### src/rtl/sync_fifo_vr_pkg.sv
// sync_fifo_vr_pkg: shared defaults, fill-state type and clog2 helper for the FIFO.
package sync_fifo_vr_pkg;
  localparam int DEF_WIDTH = 8;
  localparam int DEF_DEPTH = 4;
  typedef enum logic [1:0] {EMPTY, PARTIAL, FULL} fill_e;
  function automatic int clog2(input int v);
    int r;
    r = 0;
    while ((1 << r) < v) r++;
    return r;
  endfunction
endpackage

### src/rtl/sync_fifo_mem.sv
// sync_fifo_mem: unreset DEPTH x WIDTH register file, sync write, async read.
// Ports: C clock; we/waddr/wdata write port; raddr -> rdata combinational read.
module sync_fifo_mem #(
  parameter int WIDTH = 8,
  parameter int AW = 2
) (
  input  logic             C,
  input  logic             we,
  input  logic [AW-1:0]    waddr,
  input  logic [WIDTH-1:0] wdata,
  input  logic [AW-1:0]    raddr,
  output logic [WIDTH-1:0] rdata
);
  logic [WIDTH-1:0] mem [2**AW];
  always_ff @(posedge C)
    if (we) mem[waddr] <= wdata;
  assign rdata = mem[raddr];
endmodule

### src/rtl/sync_fifo_vr.sv
// sync_fifo_vr: first-word fall-through FIFO with valid/ready on both sides.
// Ports: C clock; RN async active-low reset; flush sync clear;
//   in_data/in_valid/in_ready producer side; out_data/out_valid/out_ready consumer side;
//   count stored entries 0..DEPTH; ovf_err sticky write-while-full flag.
module sync_fifo_vr
  import sync_fifo_vr_pkg::*;
#(
  parameter int WIDTH = DEF_WIDTH,
  parameter int DEPTH = DEF_DEPTH
) (
  input  logic                  C,
  input  logic                  RN,
  input  logic                  flush,
  input  logic [WIDTH-1:0]      in_data,
  input  logic                  in_valid,
  output logic                  in_ready,
  output logic [WIDTH-1:0]      out_data,
  output logic                  out_valid,
  input  logic                  out_ready,
  output logic [clog2(DEPTH):0] count,
  output logic                  ovf_err
);
  localparam int AW = clog2(DEPTH);
  localparam logic [AW:0] FULL_CNT = (AW+1)'(DEPTH);
  logic [AW-1:0] wr_ptr, rd_ptr;
  logic [WIDTH-1:0] rdata;
  logic push, pop;
  fill_e fill;
  // Handshake flags come from count alone, so neither side sees a combinational path from the other.
  always_comb begin
    fill = count == '0 ? EMPTY : count == FULL_CNT ? FULL : PARTIAL;
    in_ready = fill != FULL;
    out_valid = fill != EMPTY;
    push = in_valid & in_ready;
    pop = out_valid & out_ready;
    out_data = out_valid ? rdata : '0;
  end
  sync_fifo_mem #(.WIDTH(WIDTH), .AW(AW)) u_mem (
    .C(C), .we(push), .waddr(wr_ptr), .wdata(in_data), .raddr(rd_ptr), .rdata(rdata)
  );
  always_ff @(posedge C or negedge RN)
    if (!RN) begin
      wr_ptr <= '0;
      rd_ptr <= '0;
      count <= '0;
      ovf_err <= 1'b0;
    end else if (flush) begin
      wr_ptr <= '0;
      rd_ptr <= '0;
      count <= '0;
      ovf_err <= 1'b0;
    end else begin
      if (push) wr_ptr <= wr_ptr + 1'b1;
      if (pop) rd_ptr <= rd_ptr + 1'b1;
      count <= push && !pop ? count + 1'b1 : pop && !push ? count - 1'b1 : count;
      // A pop in the same cycle means the producer is merely early, not overflowing.
      if (in_valid && fill == FULL && !pop) ovf_err <= 1'b1;
    end
endmodule

### config.mk
export PLATFORM = sky130hd
export DESIGN_NAME = sync_fifo_vr
export DESIGN_NICKNAME = d
export VERILOG_FILES = /design/src/rtl/sync_fifo_vr_pkg.sv /design/src/rtl/sync_fifo_mem.sv /design/src/rtl/sync_fifo_vr.sv
export SDC_FILE = /design/constraint.sdc
export NUM_CORES = 1
export LEC_CHECK = 0
export BUFFER_PORTS_ARGS = -buffer_cell sky130_fd_sc_hd__buf_4
export CAP_MARGIN = 0
export CORE_AREA = 3 3 59 61
export DETAILED_ROUTE_END_ITERATION = 8
export DIE_AREA = 0 0 62 64
export GPL_TIMING_DRIVEN = 0
export HOLD_SLACK_MARGIN = 0.08
export PLACE_DENSITY_LB_ADDON = 0.05
export SETUP_SLACK_MARGIN = 0.05
export SYNTH_ARGS = -nofsm -noshare
export SYNTH_HDL_FRONTEND = slang
export SYNTH_HIERARCHICAL = 1
export SYNTH_SLANG_ARGS = --single-unit
### constraint.sdc
create_clock -name C -period 5.4 [get_ports C]
set_input_delay 0.81 -clock C [delete_from_list [all_inputs] [get_ports C]]
set_output_delay 0.81 -clock C [all_outputs]
set_load 0.02 [all_outputs]
==> run summary <==
Status -> completed
Synth Area in XOR/XNOR -> 1.00%
Routability cong. -> 0.755
Hold Violations, Final -> 0
Vias post-DR -> 972
Num CTS Buffers -> 5
Top cells by area, synth -> edfxtp_1, dfrtp_1, mux4_2, nor2_1, nor2b_1
Pleak -> 0.000771 uW
R2R Path End -> count[2]
Worst Path Max Fanout -> 9
Critical Path Max Stage Delay -> 0.83 ns
Vias in the first global route -> 1018
DRT Wirelength -> 2.99 mm
CTS root buffer -> clkbuf_4
Crit path time final -> 2.95 ns
Horiz. Die Dim -> 62 um
Synth Area in Compound Gates -> 6.30%
Most frequent cell after synthesis -> edfxtp_1
CP endpoint kind -> primary output
Sequential area share after synthesis -> 66.5%
Delay-heaviest family, CP -> simple AND/OR/NAND/NOR gates
Clock Latency Late Sink -> 0.35 ns
RR Startpoint -> count[0]
Top cell type's share of synthesized area -> 55.0%
Max_slew headroom -> 31.2%
Post-Syn Instances -> 107
Final setup viols -> 0
FF-to-FF setup slack -> 3.33 ns
Area Growth Syn to Fin -> 17.6%
Ys flop type -> edfxtp_1
Initial antenna violation count -> 0
Critical Path Source -> count[0]
Levels on crit path -> 4
Antenna-violating nets left -> 0
Post-CTS Resized -> 0
Simple-gate share of the synthesized area -> 9.60%
Largest net degree at the start of global routing -> 13
Share of cells above drive strength 1 -> 34.8%
Post-CTS Hold Buffers -> 0
Power Density -> 445 nW/um^2
Register area -> 1160 sq um
DRT Pass-1 Iters -> 4
Worst EP required -> 4.59 ns
Floorplan core area -> 3030 sq um
Dpl cell area -> 2000 sq um
Slowest cell on crit path -> nor3_1
Global-route wire length before repair -> 4.95 mm
Antenna Cells -> 0
Hold/Removal Path Class -> in2async
Clk sink count -> 40
Fin Hold WS -> 0.264 ns
IO Count -> 27
DRT iter0 DRCs -> 22
H-tree Lvls -> 2
Critical path arrival -> 2.14 ns
Worst r2r path cells -> 6
Slew Viols, Final -> 0
Area of the die -> 3970 sq um
Fin nets -> 154
Post-synth top cells -> edfxtp_1, nor2_1, dfrtp_1, mux4_2
Setup WS pre-CTS -> 2.59 ns
Setup CP Type -> reg2out
HPWL after DPL -> 2.12 mm
Post-synth top area cell -> edfxtp_1
Maximum clock path buffer count -> 2
Setup repair bufs after CTS -> 0
Type of origin of the critical path -> flop
# rows -> 20
Final WS setup -> 2.45 ns
Main combinational cell family by area after synthesis -> multiplexers
Residual DRC -> 0
Multi-input logic area -> 533 sq um
YS warnings -> 6
Buffers on Ports -> 26
Maximum vdd ir drop -> 274 uV
Wire per inst -> 16.2 um
Slew @ Worst Pin -> 1.02 ns
Initial cell density of the core -> 57.7%
DR vias/cell -> 5.25
Unique cell type count in the Yosys netlist -> 35
Multiplexer area fraction after synthesis -> 12.2%
Number of enable flip-flop cells after synthesis -> 32
End point of the critical path -> out_data[7]
Sum of negative setup slack -> 0 ns
Fill cells -> 229
CP cell instances -> buf_6 -> nor3_1 -> and2b_1 -> buf_4
TritonCTS clock tree -> yes
Global Route Usage Sum -> 18.3%
Mapped Nets -> 121
RSZ-0062 raised after global routing -> false
Clk_skew -> 0.00825 ns
Post-synth ARST share -> 20.0%
CTS clk-pin slew, worst paths -> 0.11 ns
Synthesized flop and latch total -> 40
Die Ht -> 64 um
Max cap viols -> 0
Mapped Area -> 1750 sq um
GRT overflow -> 0
Fin crit share -> 54.5%
Mean Syn Cell Area -> 16.3 sq um
Max Fclk -> 340 MHz
Final instance area -> 2050 sq um
Synth Area in Adders -> 1.15%
Buffers & Inverters on Critical Path -> 2
cells in the final DEF, fill, tap and decap left out, types with 2 or more instances in the layout:
master / count
edfxtp_1: 32
buf_4: 26
nor2_1: 11
dfrtp_1: 8
mux4_2: 8
inv_1: 6
nor2b_1: 6
clkbuf_4: 5
buf_6: 2
nor3_1: 2
nor3b_2: 2
and2b_1: 2
clkbuf_1: 2
o31ai_1: 2
xor2_1: 2
mux2_1: 2
and3b_1: 2
sequential cells by signal, indices dropped and copies added, names as in the netlist:
signal	count
ovf_err	1
count	3
rd_ptr	2
wr_ptr	2
u_mem/mem	32
kinds of logic after synthesis:
| logic type | count (synthesis) |
|---|---|
| mux | 11 |
| fa+ha+maj | 1 |
| flops | 40 |
| xor+xnor | 2 |
| compound gates | 13 |
| simple gates | 29 |
| buf+inv | 11 |
layer usage:
metal | wire, um | global-route usage (%)
met1 | 1270 | 22.3
met2 | 1520 | 29.3
met3 | 141 | 6.26
met4 | 55 | 7.16
met5 | 0 | 0
worst min path at each step:
| stage | from | to | slack (ns) |
|---|---|---|---|
| final | RN | wr_ptr[0] | 0.26 |
| after global routing | RN | count[2] | 0.23 |
| after CTS | RN | count[1] | 0.25 |
| after detailed placement | ovf_err | ovf_err | 0.51 |
| after global placement | ovf_err | ovf_err | 0.49 |
| after floorplan | rd_ptr[1] | rd_ptr[1] | 0.50 |
area by class of cell:
class	instances	share of cell area (%)
Sequential cell	40	56.5
Multi-Input combinational cell	56	25.9
Timing Repair Buffer	26	9.50
Tap cell	44	2.68
Clock buffer	6	2.01
Buffer	4	1.52
Inverter	7	1.28
Clock inverter	2	0.548
stage by stage:
| stage | utilization (%) | instances | power, uW |
|---|---|---|---|
| after global placement | 66.0 | 177 | 772 |
| after floorplan | - | 107 | 648 |
| after detailed placement | 66.0 | 177 | 784 |
| final | 67.9 | 185 | 913 |
| after global routing | 67.9 | 185 | 978 |
| after CTS | 67.7 | 185 | 926 |
power by group:
part | switching (uW) | leakage (uW) | internal [uW]
sequential | 26.1 | 0.000401 | 368
clock | 95.9 | 0.0000259 | 49.6
combinational | 196 | 0.000345 | 177
Power figures use the tool's default switching activity.
